**src/rtl/bcd_display_scanner.sv**
```systemverilog
// Multiplexed 4-digit common-anode 7-segment scanner for BCD time digits.
// Inputs are captured once per frame; colon blinks every BLINK_FRAMES frames.
module bcd_display_scanner #(
    parameter int PRESCALE     = 4,
    parameter int BLINK_FRAMES = 8
) (
    input  logic       clk,
    input  logic       reset,
    input  logic [3:0] dhour,
    input  logic [3:0] uhour,
    input  logic [3:0] dmin,
    input  logic [3:0] umin,
    input  logic       blank_lz,
    output logic [6:0] seg,
    output logic [3:0] an,
    output logic       dp
);

    localparam int PW = (PRESCALE > 1) ? $clog2(PRESCALE) : 1;
    localparam int FW = (BLINK_FRAMES > 1) ? $clog2(BLINK_FRAMES) : 1;

    logic [PW-1:0] pre_p0;
    logic [1:0]    idx_p0;
    logic [FW-1:0] fcnt_p0;
    logic          blink_p0;
    logic [3:0]    snap_dh_p0, snap_uh_p0, snap_dm_p0, snap_um_p0;

    logic          tick;
    logic          frame_end;
    logic [3:0]    digit;
    logic          blank;

    function automatic logic [6:0] bcd_to_seg(input logic [3:0] d);
        logic [6:0] s;
        case (d)
            4'd0:    s = 7'b1000000;
            4'd1:    s = 7'b1111001;
            4'd2:    s = 7'b0100100;
            4'd3:    s = 7'b0110000;
            4'd4:    s = 7'b0011001;
            4'd5:    s = 7'b0010010;
            4'd6:    s = 7'b0000010;
            4'd7:    s = 7'b1111000;
            4'd8:    s = 7'b0000000;
            4'd9:    s = 7'b0010000;
            default: s = 7'b0111111;
        endcase
        return s;
    endfunction

    assign tick      = (pre_p0 == PW'(PRESCALE - 1));
    assign frame_end = tick && (idx_p0 == 2'd3);

    always_comb begin
        digit = snap_um_p0;
        case (idx_p0)
            2'd0:    digit = snap_um_p0;
            2'd1:    digit = snap_dm_p0;
            2'd2:    digit = snap_uh_p0;
            default: digit = snap_dh_p0;
        endcase
        // blank_lz is deliberately live, only the digit value comes from the snapshot
        blank = (idx_p0 == 2'd3) && blank_lz && (snap_dh_p0 == 4'd0);
    end

    // Stage p0: prescaler, slot index, frame snapshot and blink state
    always_ff @(posedge clk or posedge reset) begin
        if (reset) begin
            pre_p0     <= '0;
            idx_p0     <= '0;
            fcnt_p0    <= '0;
            blink_p0   <= 1'b0;
            snap_dh_p0 <= '0;
            snap_uh_p0 <= '0;
            snap_dm_p0 <= '0;
            snap_um_p0 <= '0;
        end else begin
            pre_p0 <= tick ? '0 : pre_p0 + 1'b1;
            if (tick)
                idx_p0 <= idx_p0 + 2'd1;
            if (frame_end) begin
                snap_dh_p0 <= dhour;
                snap_uh_p0 <= uhour;
                snap_dm_p0 <= dmin;
                snap_um_p0 <= umin;
                if (fcnt_p0 == FW'(BLINK_FRAMES - 1)) begin
                    fcnt_p0  <= '0;
                    blink_p0 <= ~blink_p0;
                end else begin
                    fcnt_p0 <= fcnt_p0 + 1'b1;
                end
            end
        end
    end

    // Stage p1: registered display drive, one cycle behind idx
    always_ff @(posedge clk or posedge reset) begin
        if (reset) begin
            an  <= 4'b1111;
            seg <= 7'b1111111;
            dp  <= 1'b1;
        end else begin
            if (blank) begin
                an  <= 4'b1111;
                seg <= 7'b1111111;
            end else begin
                an  <= ~(4'b0001 << idx_p0);
                seg <= bcd_to_seg(digit);
            end
            dp <= ~((idx_p0 == 2'd2) && blink_p0);
        end
    end

endmodule

```
**config.mk**
```make
export PLATFORM = sky130hd
export DESIGN_NAME = bcd_display_scanner
export DESIGN_NICKNAME = d
export VERILOG_FILES = /design/src/rtl/bcd_display_scanner.sv
export SDC_FILE = /design/constraint.sdc
export NUM_CORES = 1
export LEC_CHECK = 0
export ABC_AREA = 1
export BUFFER_PORTS_ARGS = -buffer_cell sky130_fd_sc_hd__buf_2
export CORE_MARGIN = 2
export CORE_UTILIZATION = 47
export CTS_BUF_LIST = sky130_fd_sc_hd__clkbuf_8
export CTS_CLUSTER_SIZE = 30
export DETAILED_ROUTE_END_ITERATION = 8
export HOLD_SLACK_MARGIN = 0.03
export PLACE_DENSITY = 0.69
export SYNTH_ARGS = -nofsm -noshare
export SYNTH_HDL_FRONTEND = slang
export SYNTH_SLANG_ARGS = --single-unit
```
**constraint.sdc**
```tcl
create_clock -name clk -period 2.11 [get_ports clk]
set_clock_uncertainty 0.05 [all_clocks]
set_input_delay 0.422 -clock clk [delete_from_list [all_inputs] [get_ports clk]]
set_output_delay 0.422 -clock clk [all_outputs]
set_load 0.005 [all_outputs]
```
==> results of run 1 <==
==> worst max-delay path by stage <==
| stage | startpoint | end | slack (ps) | cells past startpoint |
|---|---|---|---|---|
| after floorplan | idx_p0[0]$_DFFE_PP0P_ | seg[3]$_DFF_PP1_ | 320 | 12 |
| after global placement | idx_p0[0]$_DFFE_PP0P_ | seg[3]$_DFF_PP1_ | 220 | 11 |
| after detailed placement | idx_p0[0]$_DFFE_PP0P_ | seg[3]$_DFF_PP1_ | 130 | 11 |
| after CTS | idx_p0[0]$_DFFE_PP0P_ | seg[3]$_DFF_PP1_ | 120 | 11 |
| after global routing | idx_p0[0]$_DFFE_PP0P_ | seg[3]$_DFF_PP1_ | -5 | 12 |
| final | idx_p0[0]$_DFFE_PP0P_ | seg[3]$_DFF_PP1_ | 150 | 12 |
==> state kept, by name (all words and copies together) (netlist names) <==
| name | count |
|---|---|
| seg | 7 |
| pre_p0 | 2 |
| fcnt_p0 | 3 |
| idx_p0 | 2 |
| blink_p0 | 1 |
| snap_dh_p0 | 4 |
| snap_uh_p0 | 4 |
| dp | 1 |
| snap_dm_p0 | 4 |
| an | 4 |
| snap_um_p0 | 4 |
==> worst register-to-register path: cells and delay by family, from the launching register on <==
kind / cells / cell delay, ps
adder cells (fa/ha/maj): 2 / 560
flip-flops: 1 / 410
buffers and inverters: 3 / 260
AO/OA/AOI/OAI: 1 / 220
AND/OR/NAND/NOR: 6 / 410
==> per-layer routing <==
| metal | track usage | share of wire | vias up |
|---|---|---|---|
| met5 | 0 | 0 | - |
| met4 | 0.0990 | 0.029 | 0 |
| met3 | 0.0556 | 0.052 | 8 |
| met2 | 0.264 | 0.42 | 34 |
| met1 | 0.225 | 0.50 | 569 |
| li1 | - | - | 667 |
==> cell type report <==
cell class	instances	area (µm²)	area share
clock buffers	5	68.8	0.0330
clock inverters	3	38.8	0.0186
inverters	17	76.3	0.0365
multi-input cells	134	741	0.355
flip-flops and latches	36	916	0.439
well taps	48	60.1	0.0288
repair buffers	35	188	0.0899
==> through the flow <==
stage	utilization	setup TNS (ps)	instances
after global routing	0.575	-4.99	278
after CTS	0.571	0	277
after global placement	0.542	0	269
after floorplan	-	0	191
final	0.575	0	278
after detailed placement	0.542	0	269
==> synth_stat cells (2+ instances only) <==
cell	number	area (µm²)
buf_2	2	10.0
ha_1	10	125
o21ai_0	5	25.0
nand2_4	5	56.3
a21oi_1	3	15.0
nor2_1	5	18.8
nand3_1	9	45.0
dfrtp_1	24	601
nand2_2	2	12.5
xor2_1	2	17.5
dfstp_2	12	315
nand2_1	84	315
inv_1	15	56.3
o21ai_4	3	48.8
==> power by group through the flow <==
| stage | combinational [W] | sequential (W) | clock, W |
|---|---|---|---|
| 2_1_floorplan | 0.0000664 | 0.000749 | 0 |
| 3_3_place_gp | 0.000107 | 0.000749 | 0 |
| 3_5_place_dp | 0.000110 | 0.000749 | 0 |
| 4_1_cts | 0.000111 | 0.000737 | 0.000599 |
| 5_1_grt | 0.000125 | 0.000739 | 0.000635 |
| 6_report | 0.000108 | 0.000737 | 0.000580 |
==> cells by family (layout without fill, tap and decap cells) <==
kind of cell,Yosys count,after routing,synth area share
compound gates,14,14,0.0692
xor+xnor,2,2,0.00999
fa+ha+maj,10,10,0.0714
buf+inv,21,60,0.0578
flops,36,36,0.522
simple gates,108,108,0.269
==> what timing repair did <==
item                       CTS  global route
setup buffers                0             1
setup endpoints to repair    0             1
gates resized for setup      0             2
==> summary.txt, run 1 <==
pre-CTS WS - 133 ps
Comb pwr share - 0.076
RD Place Congestion - 0.865
final hold violation count - 0
Final nets - 258
core area - 0.00363 mm²
routed vias - 1278
Max clock buf depth - 2
Die X - 65.1 µm
H-tree lvl count - 2
fillers - 359
number of flops mapped to enable cells by yosys - 0
leading cell type in the layout, fill and taps excluded - nand2_1
worst stage delay on the critical path - 410 ps
worst r2r src - idx_p0[0]$_DFFE_PP0P_
vias in the first global route - 1258
Clk pwr share - 0.407
Crit path top cell by count - nand2_1
DRC - 0
CP Capture Type - flip-flop
library cells used by synthesis - 24
sequential share of the synthesized area - 0.522
CP Cell Sequence - inv_1 -> ha_1 -> nand2_1 -> nand2_4 -> o21ai_4 -> inv_1 -> ha_1 -> inv_1 -> nand2_1 -> nand2_1 -> nand2_1 -> nand2_1
main flop type after synthesis - dfrtp_1
io pins - 31
Net Sw Power - 0.000308 W
setup ws final - 147 ps
Critical Path Start Type - flip-flop
Design Power - 0.00142 W
Initial Util - 0.482
measured slew at the worst slew-check pin - 428 ps
sequential power share - 0.517
floorplan row count - 22
worst-skew pair later-pin latency - 290 ps
Max Slew Vio Count - 0
Leak Pwr - 1.09 nW
first-pass GRT wire length - 5590 µm
CTS buffer count - 5
CTS hold repair buffers - 0
die area - 0.00423 mm²
Critical Path RT - 2290 ps
initial antenna violation count - 0
Cell Area, Synth - 0.00175 mm²
post-placement cell area - 0.00197 mm²
share of cells above drive strength 1 - 0.313
die span in y - 65.1 µm
Syn Area/Cell - 9.18 µm²
Syn Nets - 220
yosys warns - 0
outcome - completed
Worst IR Drop VDD - 0.355 mV
Hold Crit Class - in -> async
Reg clk slew, reported paths - 70 ps
Max stage delay cell, worst path - dfrtp_1
P per Cell Area - 682 mW/mm²
1st-pass router iterations - 4
crit path kind - reg -> reg
r2r worst-path depth - 12
internal power - 0.00112 W
Port Buffers - 30
relative slew slack - 0.715
Routed Antenna Nets - 0
clk root buf - clkbuf_8
cell family with most CP delay - adder cells
clock sink count - 36
FF-to-FF End - seg[3]$_DFF_PP1_
largest net degree at the start of global routing - 37
CTS tree - built
Setup violations, final - 0
switching fraction of total power - 0.216
drt wl/cell - 10.9 µm
crit path time final - 1960 ps
Post-Syn Instances - 191
reg2reg setup slack - 150 ps
DRT iter0 DRCs - 56
GRT Overall Usage - 0.176
most frequent cells in the layout - nand2_1, buf_2, dfrtp_1
number of max-cap violations - 0
wirelength, routed - 3030 µm
Max Fanout on Critical Path - 5
achievable clock frequency - 509 MHz
Worst EP arrival - 2140 ps
Final Hold Slack - 169 ps
ANT cells - 0
period utilization - 0.930
GR Overflow Total - 0
synthesis-stage register bit count - 36
Async SR Flop Fraction - 1.00
CP Buf/Inv Count - 3
Area Overhead vs Synth - 19.1%
Post-Layout Inst Area - 0.00209 mm²
hpwl dp - 2270 µm
Vias/cell - 4.60
Power figures use the tool's default switching activity.
==> inputs of run 2 (changes only) <==
--- a/config.mk
+++ b/config.mk
@@ -9,11 +9,11 @@
 export BUFFER_PORTS_ARGS = -buffer_cell sky130_fd_sc_hd__buf_2
 export CORE_MARGIN = 2
 export CORE_UTILIZATION = 47
-export CTS_BUF_LIST = sky130_fd_sc_hd__clkbuf_8
 export CTS_CLUSTER_SIZE = 30
 export DETAILED_ROUTE_END_ITERATION = 8
 export HOLD_SLACK_MARGIN = 0.03
 export PLACE_DENSITY = 0.69
+export RECOVER_POWER = 50
 export SYNTH_ARGS = -nofsm -noshare
 export SYNTH_HDL_FRONTEND = slang
 export SYNTH_SLANG_ARGS = --single-unit
==> summary.txt, run 2 (synthesis gave the netlist of run 1 again) <==
Post-Layout Inst Area - 0.00209 mm²
final hold violation count - 0
vias in the first global route - 1258
Core Util, Final - 0.574
outcome - completed
Reg clk slew, reported paths - 70 ps
multi-input combinational cell area - 741 µm²
period utilization - 0.930
drt wl/cell - 10.9 µm
die area - 0.00423 mm²
largest net degree at the start of global routing - 37
Design Power - 0.00143 W
Max Slew Vio Count - 0
Critical Path Start Type - flip-flop
io pins - 31
CP Cell Sequence - inv_1 -> ha_1 -> nand2_1 -> nand2_4 -> o21ai_4 -> inv_1 -> ha_1 -> inv_1 -> nand2_1 -> nand2_1 -> nand2_1 -> nand2_1
DRC - 0
Max clock buf depth - 2
Crit path top cell by count - nand2_1
Initial Util - 0.482
CTS tree - built
Critical Path RT - 2290 ps
share of cells above drive strength 1 - 0.313
Port Buffers - 30
floorplan row count - 22
worst stage delay on the critical path - 410 ps
Final Hold Slack - 277 ps
achievable clock frequency - 510 MHz
Max stage delay cell, worst path - dfrtp_1
Routed Antenna Nets - 0
Vias/cell - 4.61
first-pass GRT wire length - 5590 µm
post-placement cell area - 0.00197 mm²
P per Cell Area - 685 mW/mm²
cell family with most CP delay - adder cells
worst-skew pair later-pin latency - 290 ps
Setup violations, final - 0
Final nets - 258
initial antenna violation count - 0
leading cell type in the layout, fill and taps excluded - nand2_1
CTS buffer count - 5
number of max-cap violations - 0
Area Overhead vs Synth - 19.0%
Leak Pwr - 1.08 nW
GRT Overall Usage - 0.176
measured slew at the worst slew-check pin - 839 ps
DRT iter0 DRCs - 55
wirelength, routed - 3040 µm
FF+latch area - 916 µm²
1st-pass router iterations - 4
RD Place Congestion - 0.865
H-tree lvl count - 2
Worst IR Drop VDD - 0.355 mV
Worst EP arrival - 2140 ps
GR Overflow Total - 0
Die X - 65.1 µm
die span in y - 65.1 µm
CTS hold repair buffers - 0
clk root buf - clkbuf_8
fillers - 360
most frequent cells in the layout - nand2_1, buf_2, dfrtp_1
crit path time final - 1960 ps
Hold Crit Class - in -> reg
CP Capture Type - flip-flop
relative slew slack - 0.441
clock sink count - 36
hpwl dp - 2270 µm
core area - 0.00363 mm²
max FFs per register - 7
Max Fanout on Critical Path - 5
routed vias - 1282
crit path kind - reg -> reg
ANT cells - 0
Biggest register - seg
CP Buf/Inv Count - 3
## run 2: cell count changes in the layout (fill, tap and decap cells not counted), sizes merged
cell and change:
clkbuf +2, inv -1, buf -1
## run 2: where the power goes
part	leakage (nW)	internal, W	switching (W)
logic	0.618	0.0000460	0.0000612
registers	0.410	0.000725	0.0000120
clock network	0.0552	0.000350	0.000234
total	1.08	0.00112	0.000307
## run 2: routing by layer
metal	track usage	vias up	part of all wire
li1	-	667	-
met1	0.225	573	0.50
met2	0.264	34	0.42
met3	0.0556	8	0.052
met4	0.0990	0	0.029
met5	0	-	0
## run 2: final cells by class
cell class,count,share of cell area
tap,48,0.0288
multi-input combinational,134,0.355
inverter,17,0.0366
sequential,36,0.439
timing repair buffer,35,0.0888
clock inverter,2,0.0168
clock buffer,6,0.0348
## run 2: path summary, 6_finish.rpt
path,from,endpoint,slack (ps),depth (start not counted)
hold reg to reg,blink_p0$_DFFE_PP0P_,dp$_DFF_PP1_,380,1
hold / removal,umin[1],snap_um_p0[1]$_DFFE_PP0P_,280,3
max in group asynchronous,reset,snap_um_p0[2]$_DFFE_PP0P_,1160,3
setup reg to reg,idx_p0[0]$_DFFE_PP0P_,seg[3]$_DFF_PP1_,150,12
setup / recovery,idx_p0[0]$_DFFE_PP0P_,seg[3]$_DFF_PP1_,150,12
min in group asynchronous,reset,snap_dh_p0[2]$_DFFE_PP0P_,320,3
## run 2: worst register-to-register path: stages (launching register included)
cell	delay, ps
dfrtp_1	410
inv_1	90
ha_1	260
nand2_1	130
nand2_4	60
o21ai_4	220
inv_1	110
ha_1	300
inv_1	60
nand2_1	50
nand2_1	60
nand2_1	50
nand2_1	60
## run 2: what timing repair did
action | 4_1_cts | 5_1_grt
setup endpoints to repair | 0 | 1
resized for setup | 0 | 2
setup buffers | 0 | 1
hold endpoints to repair | 0 | 0
## run 2: metrics by stage
| stage | instances | TNS [ps] | worst slack, ps |
|---|---|---|---|
| CTS | 277 | 0 | 121 |
| finish | 278 | 0 | 148 |
| global route | 278 | -4.79 | -4.79 |
| floorplan | 191 | 0 | 325 |
| global placement | 269 | 0 | 217 |
| detailed placement | 269 | 0 | 133 |
==> inputs of run 3 (changes only) <==
==> constraint.sdc (replaced) <==
create_clock -name clk -period 2.3 [get_ports clk]
set_clock_uncertainty 0.05 [all_clocks]
set_input_delay 0.46 -clock clk [delete_from_list [all_inputs] [get_ports clk]]
set_output_delay 0.46 -clock clk [all_outputs]
set_load 0.005 [all_outputs]
==> summary.txt, run 3 (synthesis gave the netlist of run 1 again) <==
CP Cell Sequence - ha_1 -> clkinv_8 -> nand2_4 -> o21ai_4 -> inv_1 -> ha_1 -> inv_1 -> nand2_1 -> nand2_1 -> nand2_1 -> nand2_1
CTS hold repair buffers - 0
Setup violations, final - 0
floorplan row count - 22
DRC - 0
RD Place Congestion - 0.867
worst r2r src - idx_p0[0]$_DFFE_PP0P_
die span in y - 65.1 µm
achievable clock frequency - 508 MHz
most frequent cells in the layout - nand2_1, buf_2, dfrtp_1
reg2reg setup slack - 330 ps
crit path time final - 1970 ps
clk root buf - clkbuf_8
Die X - 65.1 µm
relative slew slack - 0.441
grt peak-use layer - met2
Post-CTS Setup Inserts - 0
Hold Crit Class - in -> reg
worst stage delay on the critical path - 420 ps
setup ws final - 331 ps
Vias/cell - 4.55
leading cell type in the layout, fill and taps excluded - nand2_1
Max stage delay cell, worst path - dfrtp_1
die area - 0.00423 mm²
largest net degree at the start of global routing - 37
GRT Overall Usage - 0.163
CP Capture Type - flip-flop
wirelength, routed - 2920 µm
core area - 0.00363 mm²
Critical Path Start Type - flip-flop
io pins - 31
drt wl/cell - 10.6 µm
Area Overhead vs Synth - 17.8%
initial antenna violation count - 0
GR Overflow Total - 0
r2r worst-path depth - 11
CTS tree - built
pre-CTS WS - 350 ps
Design Power - 0.00131 W
FF-to-FF End - seg[3]$_DFF_PP1_
Max clock buf depth - 2
period utilization - 0.856
met2 usage in global routing - 0.241
CTS buffer count - 5
ANT cells - 0
outcome - completed
hpwl dp - 2110 µm
number of max-cap violations - 0
GR Util met3 - 0.0486
share of cells above drive strength 1 - 0.298
H-tree lvl count - 2
first-pass GRT wire length - 5220 µm
Max Fanout on Critical Path - 7
Max Slew Vio Count - 0
measured slew at the worst slew-check pin - 838 ps
clock sink count - 36
P per Cell Area - 632 mW/mm²
Routed Antenna Nets - 0
setup TNS - 0 ps
worst-skew pair later-pin latency - 280 ps
Critical Path End - seg[3]$_DFF_PP1_
vias in the first global route - 1133
Port Buffers - 30
Critical Path RT - 2480 ps
Crit path top cell by count - nand2_1
routed vias - 1255
DRT iter0 DRCs - 89
RSZ-0062 raised after global routing - no
max FFs per register - 7
Initial Util - 0.482
Leak Pwr - 1.08 nW
1st-pass router iterations - 4
Final nets - 256
final hold violation count - 0
GR Layer Usage met1 - 0.224
Reg clk slew, reported paths - 70 ps
Critical Path Source - idx_p0[0]$_DFFE_PP0P_
Worst EP arrival - 2150 ps
crit path kind - reg -> reg
Biggest register - seg
Post-CTS Resized - 0
Worst IR Drop VDD - 0.410 mV
==> run 3: changes by cell type in the layout (fill, tap and decap cells not counted), sizes merged <==
cell	before	now
buf	34	32
==> run 3: worst max-delay path, delay by kind of cell (launching register included) <==
family                   cells  cell delay [ps]
AND/OR/NAND/NOR              5              270
AO/OA/AOI/OAI                1              220
buffers and inverters        3              300
adder cells (fa/ha/maj)      2              660
flip-flops                   1              420
==> run 3: worst min-delay path by stage <==
| stage | from | cells after the start | to | slack [ps] |
|---|---|---|---|---|
| 2_1_floorplan | blink_p0$_DFFE_PP0P_ | 1 | dp$_DFF_PP1_ | 340 |
| 3_3_place_gp | pre_p0[0]$_DFF_PP0_ | 1 | pre_p0[0]$_DFF_PP0_ | 360 |
| 3_5_place_dp | pre_p0[0]$_DFF_PP0_ | 1 | pre_p0[0]$_DFF_PP0_ | 370 |
| 4_1_cts | reset | 3 | snap_dh_p0[3]$_DFFE_PP0P_ | 220 |
| 5_1_grt | uhour[1] | 3 | snap_uh_p0[1]$_DFFE_PP0P_ | 310 |
| 6_report | dhour[0] | 3 | snap_dh_p0[0]$_DFFE_PP0P_ | 310 |
==> run 3: per-layer routing <==
layer  wire, µm  share of wire
met1       1470           0.51
met2       1210           0.41
met3        185          0.063
met4         52          0.018
met5          0              0
==> run 3: metrics by stage <==
stage	utilization	std cells	hold WS (ps)	cell area [µm²]
finish	0.569	276	314	2070
global route	0.569	276	314	2070
CTS	0.569	276	221	2070
detailed placement	0.540	268	366	1960
global placement	0.540	268	364	1960
floorplan	-	191	344	1750
==> run 3: power breakdown <==
group,total (W),switching (W),internal [W]
Clock,0.000533,0.000212,0.000321
Combinational,0.0000981,0.0000560,0.0000421
Sequential,0.000675,0.0000103,0.000665
Total,0.00131,0.000278,0.00103
==> run 3: final cells by class <==
class                   instances  area [µm²]
repair buffers                 33         170
flip-flops and latches         36         916
fillers                       348        1570
clock buffers                   6        72.6
clock inverters                 2        35.0
inverters                      17        76.3
multi-input cells             134         736
well taps                      48        60.1
